**src/rtl/alu_arbiter.sv**
```systemverilog
// alu_arbiter: two-master round-robin sequencer for the shared 4-bit ALU.
// Define ALU_TIMEOUT_EN to bound WAIT_MUL by TIMEOUT cycles.
module alu_arbiter #(
  parameter int TIMEOUT = 32
) (
  input  logic       Clk,
  input  logic       Rst,
  input  logic       Req0,
  input  logic       Req1,
  input  logic [1:0] Op0,
  input  logic [1:0] Op1,
  input  logic [3:0] A0,
  input  logic [3:0] B0,
  input  logic [3:0] A1,
  input  logic [3:0] B1,
  output logic       Ack0,
  output logic       Ack1,
  output logic [7:0] Res,
  output logic       Cout,
  output logic       Err,
  output logic       Busy,
  output logic [3:0] Alu_A,
  output logic [3:0] Alu_B,
  output logic [1:0] Alu_Sel,
  output logic       Alu_Init,
  input  logic [7:0] Alu_Sal,
  input  logic       Alu_Cout,
  input  logic       Alu_Done
);

  typedef enum logic [2:0] {
    IDLE,
    ISSUE,
    WAIT_ADD,
    WAIT_MUL,
    RESP
  } state_e;

  state_e     state_q, state_d;
  logic       last_q, last_d;
  logic       gnt_q, gnt_d;
  logic [1:0] op_q, op_d;
  logic [3:0] a_q, a_d;
  logic [3:0] b_q, b_d;
  logic [7:0] res_q, res_d;
  logic       cout_q, cout_d;
  logic       err_q, err_d;
  logic       pick1;

  if (TIMEOUT < 4 || TIMEOUT > 255) begin : g_bad_timeout
    $error("alu_arbiter: TIMEOUT must be 4..255");
  end

`ifdef ALU_TIMEOUT_EN
  localparam logic [7:0] TO8 = 8'(TIMEOUT);
  logic [7:0] cnt_q, cnt_d;
`else
  logic first_q, first_d;
`endif

  // tie goes to the master not served last
  assign pick1 = Req1 && (!Req0 || !last_q);

  always_comb begin
    state_d = state_q;
    last_d  = last_q;
    gnt_d   = gnt_q;
    op_d    = op_q;
    a_d     = a_q;
    b_d     = b_q;
    res_d   = res_q;
    cout_d  = cout_q;
    err_d   = err_q;
`ifdef ALU_TIMEOUT_EN
    cnt_d   = cnt_q;
`else
    first_d = first_q;
`endif
    unique case (state_q)
      IDLE: begin
        if (Req0 || Req1) begin
          gnt_d   = pick1;
          op_d    = pick1 ? Op1 : Op0;
          a_d     = pick1 ? A1 : A0;
          b_d     = pick1 ? B1 : B0;
          err_d   = 1'b0;
          state_d = ISSUE;
        end
      end
      ISSUE: begin
        unique case (op_q)
          2'b10: begin
            state_d = WAIT_MUL;
`ifdef ALU_TIMEOUT_EN
            cnt_d   = 8'd1;
`else
            first_d = 1'b1;
`endif
          end
          2'b11: begin
            res_d   = 8'h00;
            cout_d  = 1'b0;
            err_d   = 1'b1;
            state_d = RESP;
          end
          default: state_d = WAIT_ADD;
        endcase
      end
      WAIT_ADD: begin
        res_d   = Alu_Sal;
        cout_d  = Alu_Cout;
        state_d = RESP;
      end
      WAIT_MUL: begin
`ifdef ALU_TIMEOUT_EN
        cnt_d = cnt_q + 8'd1;
        // Done in the first cycle may be left over from a prior multiply
        if (Alu_Done && cnt_q >= 8'd2) begin
          res_d   = Alu_Sal;
          cout_d  = 1'b0;
          state_d = RESP;
        end else if (cnt_q >= TO8) begin
          res_d   = 8'h00;
          cout_d  = 1'b0;
          err_d   = 1'b1;
          state_d = RESP;
        end
`else
        first_d = 1'b0;
        // Done in the first cycle may be left over from a prior multiply
        if (Alu_Done && !first_q) begin
          res_d   = Alu_Sal;
          cout_d  = 1'b0;
          state_d = RESP;
        end
`endif
      end
      RESP: begin
        last_d  = gnt_q;
        state_d = IDLE;
      end
      default: state_d = IDLE;
    endcase
  end

  always_ff @(posedge Clk) begin
    if (Rst) begin
      state_q <= IDLE;
      last_q  <= 1'b1;
      gnt_q   <= 1'b0;
      op_q    <= 2'b00;
      a_q     <= 4'h0;
      b_q     <= 4'h0;
      res_q   <= 8'h00;
      cout_q  <= 1'b0;
      err_q   <= 1'b0;
`ifdef ALU_TIMEOUT_EN
      cnt_q   <= 8'd0;
`else
      first_q <= 1'b0;
`endif
    end else begin
      state_q <= state_d;
      last_q  <= last_d;
      gnt_q   <= gnt_d;
      op_q    <= op_d;
      a_q     <= a_d;
      b_q     <= b_d;
      res_q   <= res_d;
      cout_q  <= cout_d;
      err_q   <= err_d;
`ifdef ALU_TIMEOUT_EN
      cnt_q   <= cnt_d;
`else
      first_q <= first_d;
`endif
    end
  end

  assign Busy     = (state_q != IDLE);
  assign Ack0     = (state_q == RESP) && !gnt_q;
  assign Ack1     = (state_q == RESP) && gnt_q;
  assign Res      = res_q;
  assign Cout     = cout_q;
  assign Err      = err_q;
  assign Alu_A    = Busy ? a_q : 4'h0;
  assign Alu_B    = Busy ? b_q : 4'h0;
  assign Alu_Sel  = Busy ? op_q : 2'b00;
  assign Alu_Init = (state_q == ISSUE) && (op_q == 2'b10);

endmodule
```
**config.mk**
```make
export PLATFORM = sky130hd
export DESIGN_NAME = alu_arbiter
export DESIGN_NICKNAME = d
export VERILOG_FILES = /design/src/rtl/alu_arbiter.sv
export SDC_FILE = /design/constraint.sdc
export NUM_CORES = 1
export LEC_CHECK = 0
export BUFFER_PORTS_ARGS = -buffer_cell sky130_fd_sc_hd__buf_4
export CAP_MARGIN = 20
export CORE_ASPECT_RATIO = 1.5
export CORE_MARGIN = 2
export CORE_UTILIZATION = 34
export DETAILED_ROUTE_END_ITERATION = 10
export PLACE_DENSITY_LB_ADDON = 0.08
export RECOVER_POWER = 100
export SLEW_MARGIN = 30
export SYNTH_ARGS = -nofsm -noshare
export SYNTH_HDL_FRONTEND = slang
export SYNTH_SLANG_ARGS = --single-unit
```
**constraint.sdc**
```tcl
create_clock -name Clk -period 1.2 [get_ports Clk]
set_input_delay 0.06 -clock Clk [delete_from_list [all_inputs] [get_ports Clk]]
set_output_delay 0.06 -clock Clk [all_outputs]
set_load 0.01 [all_outputs]
```
Word-level counts from Yosys, hierarchy flattened
Cells that the tools add are included.

Eq/ne operators: 10. Mux-type cells: 21. Reduce and logical (&&, ||, !) cells: 21.

Operator list (count): one-hot mux 8 bit (3 select lines) (1); two-way mux 4 bit (4); two-way mux 8 bit (2); one-hot mux 3 bit (4 select lines) (1); equality test 3 x 2 -> 1 bit, second input constant (2); two-way mux 3 bit (2); one-hot mux 3 bit (2 select lines) (1); AND reduction 2 bit (3); AND reduction 3 bit (2); nonzero test 3 bit (2); logical AND 1 bit (5); two-way mux 1 bit (5); equality test 2 bit, second input constant (2); zero test 1 bit (4); two-way mux 2 bit (2); != test 2 x 1 -> 1 bit, second input constant (2); != test 2 bit, second input constant (2); one-hot mux 1 bit (2 select lines) (2); nonzero test 2 bit (2); equality test 3 x 1 -> 1 bit, second input constant (1); equality test 3 bit, second input constant (1); zero test 3 bit (1); one-hot mux 1 bit (3 select lines) (1); logical OR 1 bit (2).

Register bits: 26. Bits of input ports: 34. Output and inout bits: 24. Word-level logic and storage cells: 62.

Logic depth before layout (Yosys ltp)
Gate-level depths: netlist of the first run.

Depth in word-level cells: 4. Mapped depth: 5. Depth with buffers taken out: 4.

Least setup slack after synthesis of the first run
Ideal clock, no wire load.

Path kind: reg-to-reg. Start point: register state_q[0]. End point: register a_q[0]. Library setup time: 0.128 ns. Arrival: 1.165 ns. Data required time: 1.072 ns. Slack: -0.093 ns. Cell stages (with the launch flop): 5. Period minus slack after synthesis: 1.293 ns. Path through: dfxtp_1 -> nor3_2 -> inv_2 -> nor2_8 -> a211oi_2.

Cells in the longest elaborated chain, start to end: 2.

RTL lines: start: declaration (RTL line 39) `state_e state_q, state_d;`; start signal: assignment (RTL line 163) `state_q <= state_d;`; zero test 3 bit (RTL line 79) `unique case (state_q)`; AND reduction 2 bit (no line); end signal: assignment (RTL line 152) `a_q <= 4'h0;`; end signal: assignment (RTL line 167) `a_q <= a_d;`; end: declaration (RTL line 43) `logic [3:0] a_q, a_d;`.

No other way between the ends. A chain may end at the register's enable or synchronous reset.

Worst setup path in the final report of the first run
Start point: register state_q[2]. End point: output port Alu_Init.

Cells in the longest elaborated chain, start to end: 2.

RTL lines: equality test 3 x 1 -> 1 bit (RTL line 189) `assign Alu_Init = (state_q == ISSUE) && (op_q == 2'b10);`; logical AND 1 bit (RTL line 189); end: declaration (RTL line 25) `output logic Alu_Init,`.

No other way between the ends.

==> results of run 1 <==
==> worst min-delay path, stage by stage <==
cell and delay [ns]:
sky130_fd_sc_hd__buf_4 0.08, sky130_fd_sc_hd__mux2i_1 0.06, sky130_fd_sc_hd__a211oi_2 0.20
==> what timing repair did <==
item,4_1_cts,5_1_grt
hold buffers,8,0
pin swaps,10,4
endpoints found under the setup margin,37,38
endpoints found under the hold margin,8,0
buffers inserted,9,0
gates resized for setup,26,5
==> report_power, final <==
part,switching [mW],internal (mW),leakage [nW]
Clock,0.260,0.225,0.0216
Sequential,0.171,1.09,0.215
Combinational,1.08,1.15,0.653
==> synth_stat cells, types with 2 or more instances <==
library cell,instances
sky130_fd_sc_hd__a211oi_1,2
sky130_fd_sc_hd__a211oi_2,10
sky130_fd_sc_hd__a21oi_1,14
sky130_fd_sc_hd__and2_1,10
sky130_fd_sc_hd__buf_2,4
sky130_fd_sc_hd__buf_4,2
sky130_fd_sc_hd__buf_6,2
sky130_fd_sc_hd__dfxtp_1,26
sky130_fd_sc_hd__inv_1,2
sky130_fd_sc_hd__mux2i_1,10
sky130_fd_sc_hd__nand2_1,3
sky130_fd_sc_hd__nand2b_1,10
sky130_fd_sc_hd__nor2_1,3
sky130_fd_sc_hd__o21ai_0,2
sky130_fd_sc_hd__o2bb2ai_1,8
==> cells by family after synthesis <==
family | count (synthesis)
flip-flops | 26
AO/OA/AOI/OAI | 44
buffers and inverters | 11
AND/OR/NAND/NOR | 38
multiplexers | 10
==> worst paths after layout <==
kind | startpoint | end | slack (ns) | depth (start not counted)
hold reg to reg | Res[7] | Res[7] | 0.48 | 2
hold / removal | B0[0] | b_q[0] | 0.17 | 3
setup / recovery | state_q[2] | Alu_Init | -0.17 | 5
setup reg to reg | state_q[2] | Res[6] | -0.14 | 6
==> flip-flops by register name, summed over array words and instances, names as in the netlist <==
signal	cells
a_q	4
first_q	1
Cout	1
b_q	4
op_q	2
Err	1
state_q	3
gnt_q	1
last_q	1
Res	8
==> layout make-up <==
type                            count  area [um2]
Clock buffer                        3        41.3
Fill cell                         372        1760
Inverter                            3        13.8
Multi-Input combinational cell     92         861
Sequential cell                    26         532
Tap cell                           45        56.3
Timing Repair Buffer               85         662
==> through the flow <==
stage	TNS, ns	util (%)	hold slack [ns]
2_1_floorplan	-0.331	-	0.177
3_3_place_gp	-1.17	48.7	0.259
3_5_place_dp	-1.70	48.7	0.267
4_1_cts	-3.30	55.7	0.163
5_1_grt	-5.37	55.2	0.164
6_report	-3.10	55.2	0.166
==> layer usage <==
metal	routed length, um	part of all wire (%)
met1	1310	38
met2	1920	56
met3	157	4.6
met4	58	1.7
met5	0	0
==> out/metrics.yaml, run 1 <==
synth:
  synth_enable_flop_cells: 0
  synthTopCellsByArea: "sky130_fd_sc_hd__dfxtp_1, sky130_fd_sc_hd__a211oi_2, sky130_fd_sc_hd__mux2i_1"
  muxShareOfSynthArea_pct: 7.27
  share_of_the_yosys_chip_area_belonging_to_registers_pct: 37.8
  post_synth_instance_area_um2: 1380
  compound_cell_area_share_of_the_yosys_netlist_pct: 29.2
  synth.net_count: 163
  netlist.area_leader.share_pct: 37.8
  synth_simple_gate_area_share_pct: 20.8
  synth_adder_area_share_pct: 0
  post_synth_num_cell_types: 36
  ys_ff_latch: 26
  synthDominantAreaCellType: "sky130_fd_sc_hd__dfxtp_1"
  yosys.area_share.xor_xnor_pct: 0
  synth_top_family_by_area: "compound AO/OA/AOI/OAI gates"
  synth_ff_type: "sky130_fd_sc_hd__dfxtp_1"
  synth_cells: 129
  async_flop_share_pct: 0
  synth_warnings: 0
  syn-mean-instance-area_um2: 10.7
placed_design:
  gp_routability_congestion: 0.688
  dpl_cell_area_um2: 1910
  dp_hpwl_mm: 2.40
  pre_cts_slack_ns: -0.155
  number_of_placed_instances_taps_included: 236
  buffer_ports.inserted: 57
clocking:
  clockRootBuffer: "sky130_fd_sc_hd__clkbuf_8"
  cts_htree_levels: 1
  num_cts_buffers: 3
  clkSinkCount: 26
  tritoncts_clock_tree: "built"
  clk-insertion-delay-late_ns: 0.27
  clk_transition_reported_paths_ns: 0.09
  clockBufferDepth: 2
setup_path:
  critPathMostFrequentCell: "sky130_fd_sc_hd__buf_6"
  crit_path_start_kind: "flip-flop"
  cp_cell_sequence: "buf_6 -> nor3b_4 -> nand3b_4 -> inv_2 -> buf_6"
  cpPeakStageDelay_ns: 0.37
  critical-path-slowest-cell: "sky130_fd_sc_hd__dfxtp_4"
  worstPathMaxFanout: 3
  setup.worst_path.class: "flip-flop to output port"
  cp_top_family: "simple AND/OR/NAND/NOR gates"
  wp_data_required_ns: 1.14
  timing.critical_path.buf_inv: 3
  endpoint_kind: "output port"
  worst-endpoint-arrival_ns: 1.31
detailed_routing:
  drt_wl_total_mm: 3.45
  drt-wirelength-per-cell_um: 13.6
  via_count: 1255
  drc: 0
  post_drt_via_cell_ratio: 4.94
  route.antenna.remaining_nets: 0
  detailedRoute.firstIterationViolations: 19
  drtPass1Iterations: 4
pwr:
  report.power.total_mw: 3.99
  leakage_power_figure_nw: 0.890
  pwr_density_cell_nw_per_um2: 1840
  ir_worst_vdd_mv: 0.926
sta:
  finalWorstSetupSlack_ns: -0.166
  skew_ns: 0.00425
  setup_viol: 33
  slew_headroom_pct: 77.3
  finalWorstPathRequiredPeriod_ns: 1.37
  timing.fmax_mhz: 732
  rsz0062_at_grt: "yes"
  worstMarginPinSlew_ns: 0.340
  slew_violations: 0
  fin_crit_sh_pct: 114
  timing_hold_violations_final: 0
finish:
  insertedDiodeCount: 0
  fraction_of_final_layout_cells_sized_beyond_drive_strength_1_pct: 52.2
  nets: 245
  layoutNonFillerInstCount: 254
  most_frequent_standard_cell_in_the_layout_excluding_fill_and_tap_cells: "sky130_fd_sc_hd__buf_4"
  synthToLayoutAreaGrowth_pct: 57.2
  stdcell_area_um2: 2170
  mostFrequentLayoutCells: "sky130_fd_sc_hd__buf_4, sky130_fd_sc_hd__dfxtp_1, sky130_fd_sc_hd__a21oi_1"
floorplan:
  fp.dieW_um: 56.0
  die_y_um: 82.0
  initial_utilization_pct: 35.1
  placement_rows: 28
  die_area_um2: 4590
  io-pin-count: 58
  fp.coreArea_um2: 3920
grt:
  grt_util_overall_pct: 15.7
  grtUsageMet2_pct: 30.2
  gr-max-usage-layer: "met2"
  grt_start_max_net_pins: 28
  grt_antenna_before_repair: 0
  grt_first_pass_wirelength_mm: 5.62
  global_route.usage.met3_pct: 2.68
  use_met1_pct: 16.3
  grt_pass1_vias: 1235
  globalRouteOverflowTotal: 0
run_status:
  status: "complete, but fails checks"
  violations: "negative setup slack"
job:
  maxCapViolCount: 0
hold_path:
  hold_path.class: "input pin to flip-flop"
Note: power is estimated with default switching activity, not from simulation.
==> run 2, diff against run 1 <==
Settings changed: CORE_ASPECT_RATIO 1.5 to 2.
==> run 2 against run 1 <==
The flow still finishes with violations (negative setup slack). Flip-flop and latch count is the same. Sequential power is essentially flat. Clock power grew 53%. Power grew 9.2%. Utilization grew 3.1 points. Combinational power grew 6%. Clock-buffer cell count is the same. Die area grew 0.45%. Via count grew 1.5%. Global-route usage grew 0.63 points. Cell count grew 4.3%. Critical path type unchanged. Largest cell class unchanged.
==> out/metrics.yaml, run 2 (same netlist as run 1, synthesis figures left out) <==
floorplan:
  initial_utilization_pct: 35.5
  placement_rows: 32
  fp.dieW_um: 49.0
  fp.coreArea_um2: 3880
  die_y_um: 94.0
  io-pin-count: 58
  die_area_um2: 4610
placed_design:
  number_of_placed_instances_taps_included: 241
  buffer_ports.inserted: 57
  gp_routability_congestion: 0.761
  pre_cts_slack_ns: -0.166
  dp_hpwl_mm: 2.58
  dpl_cell_area_um2: 1910
grt:
  grt_antenna_before_repair: 0
  grt_first_pass_wirelength_mm: 5.94
  grt_start_max_net_pins: 28
  globalRouteOverflowTotal: 0
  grt_pass1_vias: 1277
  grt_util_overall_pct: 16.3
sta:
  timing_hold_violations_final: 0
  fin_crit_sh_pct: 114
  worstMarginPinSlew_ns: 0.336
  final.setup.tns_ns: -3.74
  rsz0062_at_grt: "yes"
  slew_violations: 0
  finalWorstSetupSlack_ns: -0.164
  skew_ns: 0.00793
  finalWorstPathRequiredPeriod_ns: 1.36
  final_hold_slack_ns: 0.155
  setup_viol: 37
  timing.fmax_mhz: 733
  slew_headroom_pct: 77.6
detailed_routing:
  route.antenna.remaining_nets: 0
  drtPass1Iterations: 4
  drt_wl_total_mm: 3.54
  drc: 0
  via_count: 1274
  post_drt_via_cell_ratio: 4.81
  detailedRoute.firstIterationViolations: 2
  drt-wirelength-per-cell_um: 13.4
clocking:
  num_cts_buffers: 3
  clk-insertion-delay-late_ns: 0.28
  cts_htree_levels: 1
  clockRootBuffer: "sky130_fd_sc_hd__clkbuf_8"
  clk_transition_reported_paths_ns: 0.10
  clkSinkCount: 26
  clockBufferDepth: 2
  tritoncts_clock_tree: "built"
setup_path:
  crit_path_start_kind: "flip-flop"
  timing.reg2reg.worst_path_depth: 5
  setup.worst_path.class: "flip-flop to output port"
  worst-endpoint-arrival_ns: 1.30
  worstPathMaxFanout: 13
  wp_data_required_ns: 1.14
  endpoint_kind: "output port"
pwr:
  ir_worst_vdd_mv: 1.36
  report.power.total_mw: 4.36
  leakage_power_figure_nw: 0.936
  pwr_density_cell_nw_per_um2: 1920
finish:
  synthToLayoutAreaGrowth_pct: 64.3
  most_frequent_standard_cell_in_the_layout_excluding_fill_and_tap_cells: "sky130_fd_sc_hd__buf_4"
  mostFrequentLayoutCells: "sky130_fd_sc_hd__buf_4, sky130_fd_sc_hd__dfxtp_1, sky130_fd_sc_hd__a21oi_1"
  num-fill-cells: 353
  final_core_util_pct: 58.3
  layoutNonFillerInstCount: 265
  nets: 249
  largest_register_ff_count: 8
  stdcell_area_um2: 2260
  insertedDiodeCount: 0
  fraction_of_final_layout_cells_sized_beyond_drive_strength_1_pct: 55.1
job:
  maxCapViolCount: 0
run_status:
  violations: "negative setup slack"
  status: "complete, but fails checks"
hold_path:
  hold_path.class: "input pin to flip-flop"
  whs_path_depth: 3
==> run 2: area by class of cell <==
class / count / area [um2] / share of cell area (%)
sequential: 26 / 532 / 23.5
clock buffer: 3 / 41.3 / 1.82
timing repair buffer: 88 / 681 / 30.1
inverter: 3 / 13.8 / 0.608
tap: 51 / 63.8 / 2.82
multi-input combinational: 93 / 902 / 39.9
clock inverter: 1 / 30.0 / 1.33
==> run 2: worst paths after layout <==
check | slack, ns | to | start
max | -0.16 | Alu_Sel[0] | state_q[0]
min reg2reg | 0.48 | Err | Err
max reg2reg | -0.14 | Res[4] | state_q[0]
min | 0.15 | b_q[3] | B1[3]
==> run 2: timing repair <==
item / 4_1_cts / 5_1_grt
gates resized for setup: 26 / 9
setup buffers: 9 / 3
pin swaps: 8 / 10
hold buffers: 8 / 0
hold endpoints to repair: 8 / 0
cloned: 1 / 0
setup endpoints to repair: 37 / 38
==> run 2: critical path, cell delays in order (launching register included) <==
cell                      delay, ns
sky130_fd_sc_hd__dfxtp_4       0.37
sky130_fd_sc_hd__nor3_4        0.25
sky130_fd_sc_hd__inv_4         0.10
sky130_fd_sc_hd__and2_1        0.17
sky130_fd_sc_hd__buf_4         0.14
==> run 2: routing by layer <==
metal  track usage (%)  part of all wire, %  vias up
met5                 0                    0        -
met4              5.71                  1.4        0
met3              3.18                  4.8        5
met2              30.6                   59       36
met1              17.9                   35      587
li1                  -                    -      646
==> run 2: power by group <==
group / total, mW / internal, mW / leakage [nW] / switching, mW
registers: 1.25 / 1.09 / 0.215 / 0.154
clock network: 0.741 / 0.447 / 0.0357 / 0.294
logic: 2.37 / 1.20 / 0.686 / 1.16
==> run 3, diff against run 2 <==
Clock period 1.2 ns to 1.55 ns, I/O delays scaled along.
==> run 3 against run 2 <==
The flow now finishes without violations. Design area shrank 16%. Global-route usage shrank 1.3 points. Sequential share of layout area grew 4.1 points. Register-to-register slack gained 0.31 ns. Largest cell class unchanged. Largest power group unchanged. Highest routed layer unchanged.
==> out/metrics.yaml, run 3 (same netlist as run 1, synthesis figures left out) <==
floorplan:
  die_y_um: 94.0
  io-pin-count: 58
  die_area_um2: 4610
  placement_rows: 32
  fp.dieW_um: 49.0
  fp.coreArea_um2: 3880
  initial_utilization_pct: 35.5
placed_design:
  number_of_placed_instances_taps_included: 235
  pre_cts_slack_ns: 0.172
  dp_hpwl_mm: 2.57
  dpl_cell_area_um2: 1860
  buffer_ports.inserted: 57
  gp_routability_congestion: 0.758
finish:
  stdcell_area_um2: 1900
  final_core_util_pct: 48.8
  largest_register_ff_count: 8
  insertedDiodeCount: 0
  layoutNonFillerInstCount: 242
  nets: 226
  synthToLayoutAreaGrowth_pct: 37.7
  multi_input_area_um2: 788
  fraction_of_final_layout_cells_sized_beyond_drive_strength_1_pct: 44.0
  most_frequent_standard_cell_in_the_layout_excluding_fill_and_tap_cells: "sky130_fd_sc_hd__buf_4"
  mostFrequentLayoutCells: "sky130_fd_sc_hd__buf_4, sky130_fd_sc_hd__dfxtp_1, sky130_fd_sc_hd__a21oi_1"
  seqCellArea_um2: 523
  num-fill-cells: 399
sta:
  setup_viol: 0
  timing_hold_violations_final: 0
  skew_ns: 0.00183
  slew_violations: 0
  slew_headroom_pct: 64.2
  timing.fmax_mhz: 690
  rsz0062_at_grt: "no"
  fin_crit_sh_pct: 93.5
  worstMarginPinSlew_ns: 0.537
  finalWorstPathRequiredPeriod_ns: 1.45
  finalWorstSetupSlack_ns: 0.101
  final_hold_slack_ns: 0.00384
  final.setup.tns_ns: 0
setup_path:
  crit_path_start: "state_q[1]"
  setup.worst_path.class: "flip-flop to output port"
  worstPathMaxFanout: 14
  worst-endpoint-arrival_ns: 1.37
  wp_data_required_ns: 1.47
  timing.reg2reg.worst_path_depth: 6
  crit_path_start_kind: "flip-flop"
  endpoint_kind: "output port"
  worstReg2RegStart: "state_q[2]"
clocking:
  num_cts_buffers: 3
  clkSinkCount: 26
  clk-insertion-delay-late_ns: 0.27
  clockRootBuffer: "sky130_fd_sc_hd__clkbuf_8"
  tritoncts_clock_tree: "built"
  clockBufferDepth: 2
  clk_transition_reported_paths_ns: 0.09
  cts_htree_levels: 1
detailed_routing:
  drt-wirelength-per-cell_um: 13.9
  post_drt_via_cell_ratio: 4.92
  route.antenna.remaining_nets: 0
  via_count: 1191
  drt_wl_total_mm: 3.35
  drc: 0
  drtPass1Iterations: 4
  detailedRoute.firstIterationViolations: 9
hold_path:
  min-delay-start: "Alu_Sal[1]"
  hold_path.class: "input pin to flip-flop"
  whs_path_depth: 2
grt:
  grt_first_pass_wirelength_mm: 5.42
  grt_start_max_net_pins: 28
  grt_util_overall_pct: 15.0
  grt_antenna_before_repair: 0
  grt_pass1_vias: 1202
  globalRouteOverflowTotal: 0
pwr:
  report.power.total_mw: 2.78
  pwr_density_cell_nw_per_um2: 1460
  leakage_power_figure_nw: 0.751
  ir_worst_vdd_mv: 0.794
job:
  maxCapViolCount: 0
run_status:
  status: "completed"
-- run 3: changes by cell type in the layout (fill, tap and decap cells not counted), moves of 3 or more --
| cell | change |
|---|---|
| sky130_fd_sc_hd__buf_6 | -10 |
| sky130_fd_sc_hd__dfxtp_4 | -3 |
| sky130_fd_sc_hd__dlygate4sd3_1 | -7 |
| sky130_fd_sc_hd__and2_1 | -6 |
| sky130_fd_sc_hd__buf_4 | -7 |
| sky130_fd_sc_hd__o2bb2ai_2 | -8 |
| sky130_fd_sc_hd__o2bb2ai_1 | +8 |
| sky130_fd_sc_hd__and2_0 | +6 |
-- run 3: power breakdown --
part           internal, mW  switching [mW]  leakage, nW
Sequential            0.837           0.129        0.214
Clock                 0.227           0.209       0.0288
Combinational         0.642           0.731        0.509
-- run 3: area by class of cell --
cell class                 instances  area share [%]
multi-input combinational         92            41.6
sequential                        26            27.6
timing repair buffer              66            23.9
tap                               51            3.36
clock buffer                       4            2.90
inverter                           3           0.726
-- run 3: repair_timing --
| action | CTS | global route |
|---|---|---|
| cloned | 0 | 0 |
| endpoints found under the setup margin | 1 | 19 |
| hold buffers | 1 | 0 |
| resized for setup | 0 | 4 |
| setup buffers | 1 | 1 |
| pin swaps | 0 | 1 |
| hold endpoints to repair | 1 | 0 |
-- run 3: critical path, stage by stage, from the launching register on --
cell and delay, ns:
sky130_fd_sc_hd__dfxtp_1 0.40, sky130_fd_sc_hd__nor3_4 0.24, sky130_fd_sc_hd__inv_4 0.12, sky130_fd_sc_hd__and2_2 0.20, sky130_fd_sc_hd__buf_4 0.14
-- run 3: path summary, 6_finish.rpt --
| kind | to | slack, ns |
|---|---|---|
| max reg2reg | Res[3] | 0.17 |
| max | Alu_Sel[1] | 0.10 |
| min reg2reg | Res[1] | 0.47 |
| min | Res[1] | 0.004 |
-- run 3: routing by layer --
layer  routed length [um]  GRT usage (%)
met4                   34           6.19
met5                    0              0
met1                 1120           14.5
met3                  156           2.23
met2                 2040           30.5
